**src/rtl/instruction_fetch_if.sv**
```systemverilog
// Memory read bus and instruction-register load bus of the fetch sequencer.
// The master modport is the fetch side; the slave modport is memory plus instruction register.
interface instruction_fetch_if #(
  parameter int ADDR_W = 4,
  parameter int DATA_W = 8
);
  logic [ADDR_W-1:0] mem_addr;
  logic              mem_rd;
  logic [DATA_W-1:0] mem_data;
  logic              mem_valid;
  logic [DATA_W-1:0] ir_data;
  logic              ir_ena;
  logic              ir_ack;

  modport master (
    output mem_addr, mem_rd, ir_data, ir_ena,
    input  mem_data, mem_valid, ir_ack
  );

  modport slave (
    input  mem_addr, mem_rd, ir_data, ir_ena,
    output mem_data, mem_valid, ir_ack
  );
endinterface

```
**src/rtl/instruction_fetch.sv**
```systemverilog
// Fetch sequencer: reads program memory at pc and holds each word on the instruction-register
// load bus until acknowledged. Supports jump redirect, graceful halt and an ack timeout.
module instruction_fetch #(
  parameter int ADDR_W      = 4,
  parameter int RESET_PC    = 0,
  parameter int ACK_TIMEOUT = 8
) (
  input  logic              clk,
  input  logic              rst,
  input  logic              start,
  input  logic              halt,
  input  logic              jmp_en,
  input  logic [ADDR_W-1:0] jmp_addr,
  instruction_fetch_if.master bus,
  output logic [ADDR_W-1:0] pc,
  output logic              busy,
  output logic              fetch_done,
  output logic              err
);

  localparam int DATA_W = 8;
  localparam int CNT_W  = (ACK_TIMEOUT > 1) ? $clog2(ACK_TIMEOUT) : 1;
  localparam logic [CNT_W-1:0]  CNT_LAST = CNT_W'(ACK_TIMEOUT - 1);
  localparam logic [ADDR_W-1:0] PC_INIT  = ADDR_W'(RESET_PC);

  typedef enum logic [2:0] {
    IDLE,
    REQ,
    WAIT_MEM,
    WAIT_ACK,
    ERROR
  } state_t;

  state_t            state;
  state_t            state_nxt;
  logic [CNT_W-1:0]  ack_cnt;
  logic              jmp_pend;
  logic [ADDR_W-1:0] jmp_tgt;
  logic              halt_pend;
  logic [DATA_W-1:0] ir_data_q;

  logic mem_take;
  logic ack_take;
  logic ack_expire;
  logic stop_after;
  logic mem_rd_c;
  logic ir_ena_c;
  logic busy_c;

  // A jump arriving together with the ack wins over an older pending one.
  function automatic logic [ADDR_W-1:0] advance_pc(
    input logic [ADDR_W-1:0] cur,
    input logic              jmp_now,
    input logic [ADDR_W-1:0] jmp_now_addr,
    input logic              pend,
    input logic [ADDR_W-1:0] pend_addr
  );
    if (jmp_now)
      return jmp_now_addr;
    if (pend)
      return pend_addr;
    return cur + ADDR_W'(1);
  endfunction

  assign mem_take   = (state == WAIT_MEM) && bus.mem_valid;
  assign ack_take   = (state == WAIT_ACK) && bus.ir_ack;
  assign ack_expire = (state == WAIT_ACK) && !bus.ir_ack && (ack_cnt == CNT_LAST);
  assign stop_after = halt_pend || halt;

  always_comb begin
    state_nxt = state;
    mem_rd_c  = 1'b0;
    ir_ena_c  = 1'b0;
    busy_c    = 1'b0;
    case (state)
      IDLE: begin
        if (start && !halt)
          state_nxt = REQ;
      end
      REQ: begin
        mem_rd_c  = 1'b1;
        busy_c    = 1'b1;
        state_nxt = WAIT_MEM;
      end
      WAIT_MEM: begin
        busy_c = 1'b1;
        if (bus.mem_valid)
          state_nxt = WAIT_ACK;
      end
      WAIT_ACK: begin
        ir_ena_c = 1'b1;
        busy_c   = 1'b1;
        if (ack_take)
          state_nxt = stop_after ? IDLE : REQ;
        else if (ack_expire)
          state_nxt = ERROR;
      end
      ERROR: begin
        if (start)
          state_nxt = REQ;
      end
      default: state_nxt = IDLE;
    endcase
  end

  always_ff @(posedge clk or negedge rst) begin
    if (!rst)
      state <= IDLE;
    else
      state <= state_nxt;
  end

  always_ff @(posedge clk or negedge rst) begin
    if (!rst) begin
      pc         <= PC_INIT;
      jmp_pend   <= 1'b0;
      jmp_tgt    <= '0;
      halt_pend  <= 1'b0;
      ack_cnt    <= '0;
      fetch_done <= 1'b0;
      err        <= 1'b0;
      ir_data_q  <= '0;
    end else begin
      fetch_done <= ack_take;

      if (state == IDLE && jmp_en)
        pc <= jmp_addr;
      else if (ack_take)
        pc <= advance_pc(pc, jmp_en, jmp_addr, jmp_pend, jmp_tgt);

      if (ack_take) begin
        jmp_pend <= 1'b0;
      end else if (jmp_en && state != IDLE) begin
        jmp_pend <= 1'b1;
        jmp_tgt  <= jmp_addr;
      end

      // A timed-out fetch never completes, so a halt requested during it is dropped.
      if (ack_take || ack_expire)
        halt_pend <= 1'b0;
      else if (halt && busy_c)
        halt_pend <= 1'b1;

      if (mem_take)
        ack_cnt <= '0;
      else if (state == WAIT_ACK)
        ack_cnt <= ack_cnt + CNT_W'(1);

      if (ack_expire)
        err <= 1'b1;
      else if (state == ERROR && start)
        err <= 1'b0;

      if (mem_take)
        ir_data_q <= bus.mem_data;
    end
  end

  assign bus.mem_addr = pc;
  assign bus.mem_rd   = mem_rd_c;
  assign bus.ir_ena   = ir_ena_c;
  assign bus.ir_data  = ir_data_q;
  assign busy         = busy_c;

endmodule

```
**src/flat_wrapper.sv**
```systemverilog
// flat-port wrapper written by rule: the top's interface ports become plain ports
module instruction_fetch_flat 
#(
  parameter int ADDR_W      = 4,
  parameter int RESET_PC    = 0,
  parameter int ACK_TIMEOUT = 8
)
  (clk, rst, start, halt, jmp_en, jmp_addr, pc, busy, fetch_done, err, bus_mem_addr, bus_mem_rd, bus_ir_data, bus_ir_ena, bus_mem_data, bus_mem_valid, bus_ir_ack);
  instruction_fetch_if #(.ADDR_W(ADDR_W)) bus_i ();
  input  logic clk;
  input  logic rst;
  input  logic start;
  input  logic halt;
  input  logic jmp_en;
  input  logic [ADDR_W-1:0] jmp_addr;
  output logic [ADDR_W-1:0] pc;
  output logic busy;
  output logic fetch_done;
  output logic err;
  output wire logic [$bits(bus_i.mem_addr)-1:0] bus_mem_addr;
  output wire logic [$bits(bus_i.mem_rd)-1:0] bus_mem_rd;
  output wire logic [$bits(bus_i.ir_data)-1:0] bus_ir_data;
  output wire logic [$bits(bus_i.ir_ena)-1:0] bus_ir_ena;
  input wire logic [$bits(bus_i.mem_data)-1:0] bus_mem_data;
  input wire logic [$bits(bus_i.mem_valid)-1:0] bus_mem_valid;
  input wire logic [$bits(bus_i.ir_ack)-1:0] bus_ir_ack;
  assign bus_mem_addr = bus_i.mem_addr;
  assign bus_mem_rd = bus_i.mem_rd;
  assign bus_ir_data = bus_i.ir_data;
  assign bus_ir_ena = bus_i.ir_ena;
  assign bus_i.mem_data = bus_mem_data;
  assign bus_i.mem_valid = bus_mem_valid;
  assign bus_i.ir_ack = bus_ir_ack;
  instruction_fetch #(.ADDR_W(ADDR_W), .RESET_PC(RESET_PC), .ACK_TIMEOUT(ACK_TIMEOUT)) u_core (.clk(clk), .rst(rst), .start(start), .halt(halt), .jmp_en(jmp_en), .jmp_addr(jmp_addr), .bus(bus_i), .pc(pc), .busy(busy), .fetch_done(fetch_done), .err(err));
endmodule
```
**config.mk**
```make
export PLATFORM = sky130hd
export DESIGN_NAME = instruction_fetch_flat
export DESIGN_NICKNAME = d
export VERILOG_FILES = /design/src/rtl/instruction_fetch_if.sv /design/src/rtl/instruction_fetch.sv /design/src/flat_wrapper.sv
export SDC_FILE = /design/constraint.sdc
export NUM_CORES = 1
export LEC_CHECK = 0
export ABC_CLOCK_PERIOD_IN_PS = 2100
export BUFFER_PORTS_ARGS = -buffer_cell sky130_fd_sc_hd__buf_4
export CAP_MARGIN = 20
export CORE_ASPECT_RATIO = 0.9
export CORE_MARGIN = 4
export CORE_UTILIZATION = 50
export DETAILED_ROUTE_END_ITERATION = 10
export PLACE_DENSITY = 0.82
export SYNTH_ARGS = -nofsm -noshare
export SYNTH_HDL_FRONTEND = slang
export SYNTH_SLANG_ARGS = --single-unit
```
**constraint.sdc**
```tcl
create_clock -name clk -period 2.1 [get_ports clk]
set_clock_uncertainty 0.15 [all_clocks]
set_input_delay 0.42 -clock clk [delete_from_list [all_inputs] [get_ports clk]]
set_output_delay 0.42 -clock clk [all_outputs]
set_load 0.05 [all_outputs]
```
Word-level counts from Yosys, hierarchy flattened
Cells that the tools add are included.

cells by class
  $add $sub $neg = 2
  equal/unequal tests = 9
  mux-type cells = 31
  bitwise gates (word level) = 1
  reductions and logical operators = 23

operators by type and width
  kind                                                 number
  two-way mux 4 bit                                    6
  two-way mux 3 bit                                    7
  two-way mux 1 bit                                    17
  case mux 3 bit (5 select lines)                      1
  nonzero test 2 bit                                   5
  logical AND 1 bit                                    9
  equality test 3 x 2 -> 1 bit, second input constant  2
  equality test 3 bit, second input constant           2
  adder 4 x 1 -> 4 bit, second input constant          1
  != test 2 bit, second input constant                 2
  AND reduction 4 bit                                  1
  adder 3 x 1 -> 3 bit, second input constant          1
  equality test 3 x 1 -> 1 bit, second input constant  1
  zero test 3 bit                                      1
  != test 3 x 1 -> 1 bit, second input constant        1
  nonzero test 3 bit                                   1
  OR reduction 3 bit                                   1
  zero test 1 bit                                      2
  logical OR 1 bit                                     2
  != test 2 x 1 -> 1 bit, second input constant        1
  AND reduction 2 bit                                  1
  inverter 1 bit                                       1

word-level totals
  flip-flop bits (word level) = 26
  logic and storage cells = 75

Depth between registers and ports, before layout
Gate-level depths: netlist of the first run.

  depth in word-level cells = 11
  mapped depth = 6

Worst setup path before layout of the first run
Ideal clock, no wire load.

  kind = reg-to-output
  start point = reg u_core.state[1]
  end point = out bus_mem_rd
  arrival = 1.694 ns
  setup slack = -0.164 ns
  cell stages (with the launch flop) = 3
  cell sequence = dfrtp_1 -> buf_4 -> nor3b_1

between the ends
  cells in the longest elaborated chain, start to end = 2

ends and longest elaborated chain
  element                       RTL line                  source
  start, declared               instruction_fetch.sv:34   state_t state;
  start signal, assigned        instruction_fetch.sv:110  state <= state_nxt;
  equality test 3 x 1 -> 1 bit  instruction_fetch.sv:75   case (state)
  two-way mux 1 bit             instruction_fetch.sv:75
  end, declared                 flat_wrapper.sv:21        output wire logic [$bits(bus_i.mem_rd)-1:0] bus_mem_rd;

No other way between the ends.

Worst setup path after layout of the first run
  start point = reg u_core.state[1]
  end point = out bus_ir_ena

between the ends
  cells in the longest elaborated chain, start to end = 2

ends and longest elaborated chain
  element                       RTL line                 source
  equality test 3 x 2 -> 1 bit  instruction_fetch.sv:75
  two-way mux 1 bit             instruction_fetch.sv:75
  end, declared                 flat_wrapper.sv:23       output wire logic [$bits(bus_i.ir_ena)-1:0] bus_ir_ena;

No other way between the ends.

==> flow_summary.json, run 1 <==
{
  "path_cells": "and3b_2 -> buf_4",
  "async_flop_share_pct": 100.0,
  "dieHeight_um": 57.34,
  "die_w_um": 62.83,
  "num_io_pins": 40,
  "slew_headroom_pct": 77.85,
  "cp-start-kind": "flop",
  "ys_seq_area_share_pct": 48.10,
  "grtUsageMet2_pct": 29.64,
  "place_ws_ps": 267.1,
  "coreArea_um2": 2510,
  "n_fill_cell": 202,
  "diodes": 0,
  "synth_compound_area_share_pct": 14.52,
  "p_total_mw": 2.996,
  "total_leakage_power_nw": 0.7798,
  "wl_per_cell_um": 15.43,
  "die_area_um2": 3602,
  "status": "complete, no violations",
  "drtIter0Drc": 59,
  "antenna_left": 0,
  "root_buffer": "clkbuf_4",
  "remaining_drc_errors": 0,
  "use_met3_pct": 5.512,
  "syn_nets": 140,
  "dp_hpwl_um": 2079,
  "initial_utilization_pct": 53.89,
  "maxSlewViolCount": 0,
  "fmax_ghz": 0.5001,
  "synth_xor_area_share_pct": 1.295,
  "ff2ff_path_depth": 4,
  "yosys-top-cells-area": "dfrtp_1 (48%), mux2_2 (10%), buf_6 (3.3%)",
  "synthFlopType": "dfrtp_1",
  "path_max_fanout": 12,
  "cts_tree": "yes",
  "synthCells": 118,
  "grt_first_pass_wirelength_um": 4905,
  "yosysUniqueCellTypes": 37,
  "portBuffers": 39,
  "overflow": 0,
  "nets": 177,
  "multi_input_area_um2": 606.8,
  "final_util_pct": 67.10,
  "crit_path_max_incr_delay_ps": 510,
  "synth_seq_cells": 26,
  "grt_pass1_vias": 1063,
  "cp_data_required_time_ps": 1530,
  "synthToLayoutAreaGrowth_pct": 24.51,
  "tns_ps": 0,
  "dr.pass1.iters": 4,
  "whs_path_depth": 2,
  "critPathSlowestCell": "dfrtp_2",
  "gr-max-usage-layer": "met2",
  "yosys_warnings": 0,
  "r2r-end": "u_core.bus.ir_data[4]$_DFFE_PN0P_",
  "final_cell_mix": "buf_4 (42), dfrtp_1 (24), mux2_2 (12)",
  "fin_crit_sh_pct": 95.22,
  "synth_top_cell_area_share_pct": 48.10,
  "setup-violations-final": 0,
  "antenna_found_initial": 0,
  "cp.arrival_ps": 1430,
  "clk_pin_slew_ps": 130,
  "r2r-start": "u_core.state[0]$_DFFE_PN0P_",
  "cts_buffers": 3,
  "holdPathEnd": "u_core.state[2]$_DFFE_PN0P_",
  "max-vdd-ir-drop_mv": 0.9809,
  "crit_type": "flop to primary output",
  "cellPowerDensity_nw_per_um2": 1779,
  "synth_mux_area_share_pct": 12.95,
  "grt_max_degree": 27,
  "rrSetupSlack_ps": 320,
  "min_path_type": "input port to flop",
  "maxCapViolations": 0,
  "finalCriticalPeriod_ps": 2000,
  "cp-end-kind": "primary output",
  "holdWs_ps": 118.7,
  "drive_gt1_share_pct": 44.81,
  "synth_fa_ha_area_share_pct": 2.775,
  "synth_top_family_by_area": "compound AO/OA/AOI/OAI gates",
  "grt_usage_pct": 17.39,
  "met1_usage_pct": 21.90,
  "avgViaCountPerCell": 5.571,
  "row_count": 17,
  "gp_congestion": 0.8043,
  "routed-via-count": 1014,
  "post_cts_buffers": 0,
  "final_common_cell": "buf_4",
  "clkLatencyLatePin_ps": 320,
  "seqCellArea_um2": 653.1,
  "avgSynthCellArea_um2": 11.46,
  "cts_buffer_depth": 2,
  "final_hold_viol_count": 0,
  "synth_edf_count": 0,
  "synth_simple_gate_area_share_pct": 12.67,
  "setup_ws_ps": 100.4,
  "synth_top_area_cell": "dfrtp_1",
  "htreeDepth": 1,
  "rsz0062_at_grt": "false",
  "drt_wl_total_um": 2808,
  "cts.sinks": 26,
  "crit_buf_inv": 1,
  "tightest_slew_ps": 332.2,
  "min-delay-start": "start",
  "cpLargestDelayFamily": "flip-flops",
  "syn_area_um2": 1353
}
state kept, by name (all words and copies together) (netlist names), 3 cells and up:
name,flops
u_core.ack_cnt,3
u_core.bus.ir_data,8
u_core.bus.mem_addr,4
u_core.jmp_tgt,4
u_core.state,3
cell usage after synthesis, types with 2 or more instances:
library cell and number:
a21oi_1 5, a21oi_2 2, buf_2 2, buf_4 5, buf_6 4, dfrtp_1 26, ha_1 3, inv_1 3
mux2_2 12, mux2i_1 4, nand2_1 6, nand3_1 2, nor2_1 12, nor2b_1 2, o21ai_0 6, o21ai_1 2
o31ai_1 2
worst max-delay path by stage:
stage,startpoint,endpoint,slack (ps),depth (start not counted)
floorplan,u_core.state[2]$_DFFE_PN0P_,busy,310,2
detailed placement,u_core.state[1]$_DFFE_PN0P_,bus_ir_ena,270,2
global route,u_core.state[1]$_DFFE_PN0P_,bus_ir_ena,6,2
CTS,u_core.state[0]$_DFFE_PN0P_,bus_ir_ena,30,2
finish,u_core.state[1]$_DFFE_PN0P_,bus_ir_ena,100,2
global placement,u_core.state[0]$_DFFE_PN0P_,u_core.bus.ir_data[4]$_DFFE_PN0P_,330,4
kinds of logic (layout without fill, tap and decap cells):
kind of cell | Yosys count | in the layout
and+or+nand+nor | 31 | 31
AOI/OAI and AO/OA | 26 | 26
DFF | 26 | 26
muxes | 16 | 16
buffers and inverters | 14 | 50
adders and majority gates | 3 | 3
xor gates and xnor gates | 2 | 2
where the power goes:
part / switching, mW / internal [mW]
Sequential: 0.223 / 0.726
Combinational: 1.08 / 0.633
Clock: 0.143 / 0.193
Total: 1.44 / 1.55
what timing repair did:
item | in CTS | in global routing
resized for setup | 3 | 1
cloned | 0 | 0
hold endpoints to repair | 26 | 0
setup endpoints to repair | 2 | 3
pin swaps | 0 | 0
hold buffers | 1 | 0
metrics by stage:
step,cell area [um2],std cells
floorplan,1358,118
global placement,1615,177
detailed placement,1615,177
CTS,1683,182
global route,1684,182
finish,1684,182
worst register-to-register path: stages (launching register included):
cell	delay (ps)
dfrtp_2	500
buf_4	180
nor4bb_4	270
buf_4	230
mux2_2	350
final cells by class:
class	instances	area share [%]
clock buffer	3	1.337
multi-input combinational	78	36.03
clock inverter	1	1.783
timing repair buffer	43	19.32
tap	28	2.080
sequential	26	38.78
inverter	3	0.6686
metal layers:
| metal | vias up | share of wire [%] |
|---|---|---|
| li1 | 485 | - |
| met1 | 496 | 42 |
| met2 | 29 | 50 |
| met3 | 4 | 7.3 |
| met4 | 0 | 0.85 |
| met5 | - | 0 |
No activity file was read; power rests on OpenSTA's default activity.
==> run 2: changes to the inputs <==
--- a/config.mk
+++ b/config.mk
@@ -5,14 +5,15 @@
 export SDC_FILE = /design/constraint.sdc
 export NUM_CORES = 1
 export LEC_CHECK = 0
-export ABC_CLOCK_PERIOD_IN_PS = 2100
+export ABC_CLOCK_PERIOD_IN_PS = 2200
 export BUFFER_PORTS_ARGS = -buffer_cell sky130_fd_sc_hd__buf_4
 export CAP_MARGIN = 20
 export CORE_ASPECT_RATIO = 0.9
 export CORE_MARGIN = 4
-export CORE_UTILIZATION = 50
+export CORE_UTILIZATION = 45
+export CTS_BUF_LIST = sky130_fd_sc_hd__clkbuf_8
 export DETAILED_ROUTE_END_ITERATION = 10
-export PLACE_DENSITY = 0.82
+export PLACE_DENSITY = 0.75
 export SYNTH_ARGS = -nofsm -noshare
 export SYNTH_HDL_FRONTEND = slang
 export SYNTH_SLANG_ARGS = --single-unit
==> constraint.sdc (replaced) <==
create_clock -name clk -period 2.2 [get_ports clk]
set_clock_uncertainty 0.15 [all_clocks]
set_input_delay 0.44 -clock clk [delete_from_list [all_inputs] [get_ports clk]]
set_output_delay 0.44 -clock clk [all_outputs]
set_load 0.05 [all_outputs]
==> run 2 against run 1 <==
Compared with the run above: non-clock buffer count shrank 1; largest power group unchanged; sequential cell count is the same; global-route usage shrank 2.2 points; combinational power shrank 7%; largest cell class unchanged.
==> flow_summary.json, run 2 (synthesis results as in run 1) <==
{
  "status": "complete, no violations",
  "max-vdd-ir-drop_mv": 0.9939,
  "final_cell_mix": "buf_4 (41), dfrtp_1 (26), nor2_1 (12), mux2_2 (12)",
  "routed-via-count": 997,
  "largest_register_ffs": 8,
  "tns_ps": 0,
  "intPower_mw": 1.441,
  "final_hold_viol_count": 0,
  "grt_usage_pct": 15.18,
  "dr.pass1.iters": 4,
  "total_leakage_power_nw": 0.7777,
  "fin_crit_sh_pct": 95.65,
  "cts_tree": "yes",
  "dp_hpwl_um": 2124,
  "cellPowerDensity_nw_per_um2": 1662,
  "overflow": 0,
  "cp-end-kind": "primary output",
  "crit_path_max_incr_delay_ps": 530,
  "p_clk_share_pct": 11.2,
  "cts_buffer_depth": 2,
  "critPathSlowestCell": "dfrtp_1",
  "synthToLayoutAreaGrowth_pct": 24.88,
  "pwr-share-seq_pct": 32.3,
  "row_count": 18,
  "portBuffers": 39,
  "drt_wl_total_um": 2748,
  "num_io_pins": 40,
  "antenna_found_initial": 0,
  "slew_headroom_pct": 74.01,
  "final_common_cell": "buf_4",
  "dieHeight_um": 60.01,
  "drive_gt1_share_pct": 42.48,
  "drtIter0Drc": 42,
  "path_cells": "nor2_1 -> nor2_1 -> buf_4",
  "antenna_left": 0,
  "cp_data_required_time_ps": 1610,
  "clk_pin_slew_ps": 90,
  "holdWs_ps": 199.6,
  "wl_per_cell_um": 14.24,
  "finalCriticalPeriod_ps": 2104,
  "fmax_ghz": 0.4752,
  "remaining_drc_errors": 0,
  "nets": 176,
  "root_buffer": "clkbuf_8",
  "power.switching_mw": 1.366,
  "cts.sinks": 26,
  "min_path_type": "input port to flop",
  "r2r-start": "u_core.state[0]$_DFFE_PN0P_",
  "coreArea_um2": 2815,
  "switching_share_pct": 48.66,
  "die_area_um2": 3948,
  "cts_buffers": 3,
  "tightest_slew_ps": 389.9,
  "cp.arrival_ps": 1510,
  "min-delay-start": "start",
  "grt_first_pass_wirelength_um": 4471,
  "n_fill_cell": 243,
  "crit_top_cell": "nor2_1",
  "avgViaCountPerCell": 5.166,
  "setup-violations-final": 0,
  "diodes": 0,
  "gp_congestion": 0.8867,
  "dpl.cell_count": 188,
  "grt_pass1_vias": 981,
  "die_w_um": 65.79,
  "crit_start": "u_core.state[0]$_DFFE_PN0P_",
  "maxCapViolations": 0,
  "grt_max_degree": 27,
  "initial_utilization_pct": 48.04,
  "clkLatencyLatePin_ps": 270,
  "cp-start-kind": "flop",
  "htreeDepth": 1,
  "p_total_mw": 2.807,
  "maxSlewViolCount": 0,
  "path_max_fanout": 13,
  "rsz0062_at_grt": "false",
  "final_util_pct": 60.00,
  "crit_type": "flop to primary output",
  "final_cells": 193,
  "power_frac_comb_pct": 56.5
}
-- run 2: changes by cell type in the layout (fill, tap and decap cells not counted), sizes merged --
cell / previous run / this run
clkbuf: 3 / 4
buf: 42 / 41
bufinv: 1 / 0
-- run 2: area by class of cell --
class	instances	area [um2]	area share [%]
inverters	3	11.26	0.6667
repair buffers	42	317.8	18.81
clock buffers	4	55.05	3.259
multi-input cells	78	604.3	35.78
well taps	40	50.05	2.963
flip-flops and latches	26	650.6	38.52
-- run 2: per-stage QoR --
| stage | setup slack [ps] | instance area [um2] |
|---|---|---|
| global route | 19.09 | 1689 |
| detailed placement | 336.3 | 1623 |
| finish | 95.74 | 1689 |
| CTS | 21.86 | 1688 |
| global placement | 368.5 | 1623 |
| floorplan | 394.2 | 1358 |
-- run 2: repair_timing --
| action | 4_1_cts | 5_1_grt |
|---|---|---|
| gates resized for setup | 0 | 1 |
| buffers inserted | 0 | 0 |
| endpoints found under the hold margin | 26 | 0 |
| setup endpoints to repair | 0 | 1 |
| hold buffers | 1 | 0 |
-- run 2: layer usage --
metal | up-vias | track usage (%) | part of all wire [%]
li1 | 482 | - | -
met3 | 2 | 4.699 | 6.7
met4 | 0 | 4.438 | 0.91
met5 | - | 0 | 0
met2 | 39 | 26.14 | 49
met1 | 474 | 18.31 | 43
-- run 2: power groups by stage --
stage               Combinational, mW  Sequential (mW)  Clock, mW
floorplan                       0.931             1.23          0
global placement                 1.57            0.897          0
detailed placement               1.60            0.917          0
CTS                              1.61            0.907      0.321
global route                     1.69            0.941      0.349
finish                           1.59            0.907      0.314
-- run 2: path summary, 6_finish.rpt --
kind                                                     end  slack, ps  depth (start not counted)
max                                                     busy        100                          3
min                              u_core.state[2]$_DFFE_PN0P_        200                          2
max reg2reg                    u_core.jmp_tgt[0]$_DFFE_PN0P_        340                          4
min reg2reg                    u_core.jmp_tgt[2]$_DFFE_PN0P_        360                          1
max in group asynchronous  u_core.bus.ir_data[7]$_DFFE_PN0P_       1200                          2
min in group asynchronous        u_core.fetch_done$_DFF_PN0_        450                          2
-- run 2: critical path, delay by kind of cell, from the launching register on --
| family | cells | cell delay, ps |
|---|---|---|
| flops | 1 | 530 |
| simple gates | 2 | 500 |
| buf+inv | 1 | 210 |
==> run 3: changes to the inputs <==
--- a/config.mk
+++ b/config.mk
@@ -5,15 +5,16 @@
 export SDC_FILE = /design/constraint.sdc
 export NUM_CORES = 1
 export LEC_CHECK = 0
+export ABC_AREA = 1
 export ABC_CLOCK_PERIOD_IN_PS = 2200
 export BUFFER_PORTS_ARGS = -buffer_cell sky130_fd_sc_hd__buf_4
 export CAP_MARGIN = 20
-export CORE_ASPECT_RATIO = 0.9
+export CORE_ASPECT_RATIO = 0.6
 export CORE_MARGIN = 4
 export CORE_UTILIZATION = 45
 export CTS_BUF_LIST = sky130_fd_sc_hd__clkbuf_8
 export DETAILED_ROUTE_END_ITERATION = 10
-export PLACE_DENSITY = 0.75
+export PLACE_DENSITY = 0.76
 export SYNTH_ARGS = -nofsm -noshare
 export SYNTH_HDL_FRONTEND = slang
 export SYNTH_SLANG_ARGS = --single-unit
==> run 3 against run 2 <==
Compared with the run above: global-route usage is 0.95 points higher; cell area down 1.3%; sequential cell count stayed put; first-iteration DRC count grew 33%; register-to-register slack improved by 220 ps; count of clock-buffer cells in the layout decreased by 1; core utilization is 3.9 points higher; non-clock buffer count decreased by 2; critical path type unchanged; critical endpoint unchanged; largest power group unchanged; highest routed layer unchanged.
==> flow_summary.json, run 3 <==
{
  "antenna_found_initial": 0,
  "cts_tree": "yes",
  "total_leakage_power_nw": 0.9363,
  "dr.pass1.iters": 4,
  "tightest_slew_ps": 439.7,
  "r2r-start": "u_core.state[2]$_DFFE_PN0P_",
  "slew_headroom_pct": 70.60,
  "max-vdd-ir-drop_mv": 0.9172,
  "clk_pin_slew_ps": 90,
  "clkLatencyLatePin_ps": 270,
  "synth_edf_count": 0,
  "cts_resized": 0,
  "cts.sinks": 26,
  "cp.arrival_ps": 1340,
  "cellPowerDensity_nw_per_um2": 1696,
  "tns_ps": 0,
  "synthCells": 160,
  "nets": 222,
  "synthToLayoutAreaGrowth_pct": 29.45,
  "ys_seq_area_share_pct": 50.53,
  "cp-end-kind": "primary output",
  "min_path_type": "input port to flop",
  "critPathSlowestCell": "dfrtp_1",
  "fmax_ghz": 0.5186,
  "maxCapViolations": 0,
  "finalCriticalPeriod_ps": 1928,
  "dp_hpwl_um": 2164,
  "grt_usage_pct": 16.13,
  "htreeDepth": 1,
  "synth_top_area_cell": "dfrtp_1",
  "gp_congestion": 0.8464,
  "yosysUniqueCellTypes": 21,
  "row_count": 14,
  "drt_wl_total_um": 2823,
  "endpoint": "busy",
  "yosys_warnings": 0,
  "avgViaCountPerCell": 4.926,
  "status": "complete, no violations",
  "avgSynthCellArea_um2": 8.047,
  "async_flop_share_pct": 100.0,
  "synth_seq_cells": 26,
  "final_cell_mix": "nand2_1 (59), buf_4 (39), dfrtp_1 (26)",
  "synthFlopType": "dfrtp_1",
  "n_fill_cell": 234,
  "dieHeight_um": 49.43,
  "grt_first_pass_wirelength_um": 5009,
  "cts_buffer_depth": 2,
  "wl_per_cell_um": 12.22,
  "initial_utilization_pct": 49.33,
  "root_buffer": "clkbuf_8",
  "overflow": 0,
  "cp_data_required_time_ps": 1610,
  "yosys-top-cells-area": "dfrtp_1 (51%), nand2_1 (17%), inv_1 (5.0%)",
  "seqCellArea_um2": 650.6,
  "setup-violations-final": 0,
  "grt_pass1_vias": 1121,
  "die_w_um": 77.06,
  "yosysMostFrequentCell": "nand2_1",
  "p_total_mw": 2.827,
  "drive_gt1_share_pct": 25.13,
  "remaining_drc_errors": 0,
  "drtIter0Drc": 56,
  "num_io_pins": 40,
  "grt_max_degree": 27,
  "path_max_fanout": 5,
  "crit_path_max_incr_delay_ps": 440,
  "multi_input_area_um2": 534.3,
  "rrSetupSlack_ps": 560,
  "r2r-end": "u_core.bus.ir_data[3]$_DFFE_PN0P_",
  "routed-via-count": 1138,
  "ff2ff_path_depth": 5,
  "synth_top_cell_area_share_pct": 50.53,
  "syn_area_um2": 1287,
  "final_common_cell": "nand2_1",
  "maxSlewViolCount": 0,
  "cp-start-kind": "flop",
  "holdBufCountCts": 1,
  "largest_register_ffs": 8,
  "die_area_um2": 3809,
  "ys_top_cells_by_count": "nand2_1 (59), dfrtp_1 (26), inv_1 (17)",
  "post_cts_buffers": 0,
  "diodes": 0,
  "cts_buffers": 3,
  "antenna_left": 0,
  "path_cells": "nor2_1 -> nor2_1 -> buf_4",
  "rsz0062_at_grt": "false",
  "coreArea_um2": 2610,
  "syn_nets": 182,
  "final_hold_viol_count": 0,
  "crit_start": "u_core.state[1]$_DFFE_PN0P_",
  "crit_type": "flop to primary output",
  "fin_crit_sh_pct": 87.65,
  "portBuffers": 39,
  "crit_top_cell": "nor2_1"
}
## run 3: changes by cell type after synthesis, moves of 2 or more
cell,change
nand2_4,+2
nand2_1,+53
buf_6,-4
mux2i_1,-4
mux2_2,-12
nor2b_1,-2
inv_1,+14
nand2_2,+2
o21ai_1,-2
a21oi_1,+2
nand3_1,+10
nor2_1,-2
o211ai_1,+2
## run 3: stage by stage
stage	setup slack, ps	cell area [um2]	utilization, %	hold WS [ps]	cells
final	271.7	1667	63.85	207.3	231
after global routing	176.5	1667	63.85	204.3	231
after CTS	277.8	1667	63.85	203.8	231
after detailed placement	558.7	1585	60.74	213.9	226
after global placement	622.0	1585	60.74	209.4	226
after floorplan	348.4	1287	-	-5.591	160
## run 3: area by class of cell
class	instances	share of cell area (%)
tap	32	2.402
multi-input combinational	111	32.06
sequential	26	39.04
timing repair buffer	40	18.17
clock inverter	1	1.802
inverter	18	4.054
clock buffer	3	2.477
## run 3: logic make-up after synthesis
logic type,after synthesis,share of synthesized area [%]
flip-flops,26,50.53
adder cells (fa/ha/maj),3,2.916
AND/OR/NAND/NOR,88,29.45
XOR/XNOR,1,0.6804
AO/OA/AOI/OAI,19,8.454
buffers and inverters,23,7.968
## run 3: worst min path at each step
stage / start / endpoint / slack, ps / cells after the start
after floorplan: rst / u_core.ack_cnt[0]$_DFFE_PN0P_ / -6 / 0
after CTS: bus_mem_data[2] / u_core.bus.ir_data[2]$_DFFE_PN0P_ / 200 / 3
after detailed placement: rst / u_core.state[0]$_DFFE_PN0P_ / 210 / 1
after global routing: bus_mem_data[5] / u_core.bus.ir_data[5]$_DFFE_PN0P_ / 200 / 3
final: bus_mem_data[2] / u_core.bus.ir_data[2]$_DFFE_PN0P_ / 210 / 3
after global placement: rst / u_core.ack_cnt[0]$_DFFE_PN0P_ / 210 / 1
## run 3: critical path, delay by kind of cell (launching register included)
family	cells	cell delay [ps]
buf+inv	1	210
flops	1	440
simple gates	2	430
## run 3: metal layers
layer	wire length (um)	global-route usage, %
met1	1343	22.16
met2	1257	25.58
met3	194	4.982
met4	27	2.663
met5	0	0
## run 3: power breakdown
group	internal (mW)	switching [mW]	total (mW)	leakage [nW]
clock	0.243	0.150	0.393	0.0357
sequential	0.685	0.169	0.855	0.320
combinational	0.474	1.10	1.58	0.581
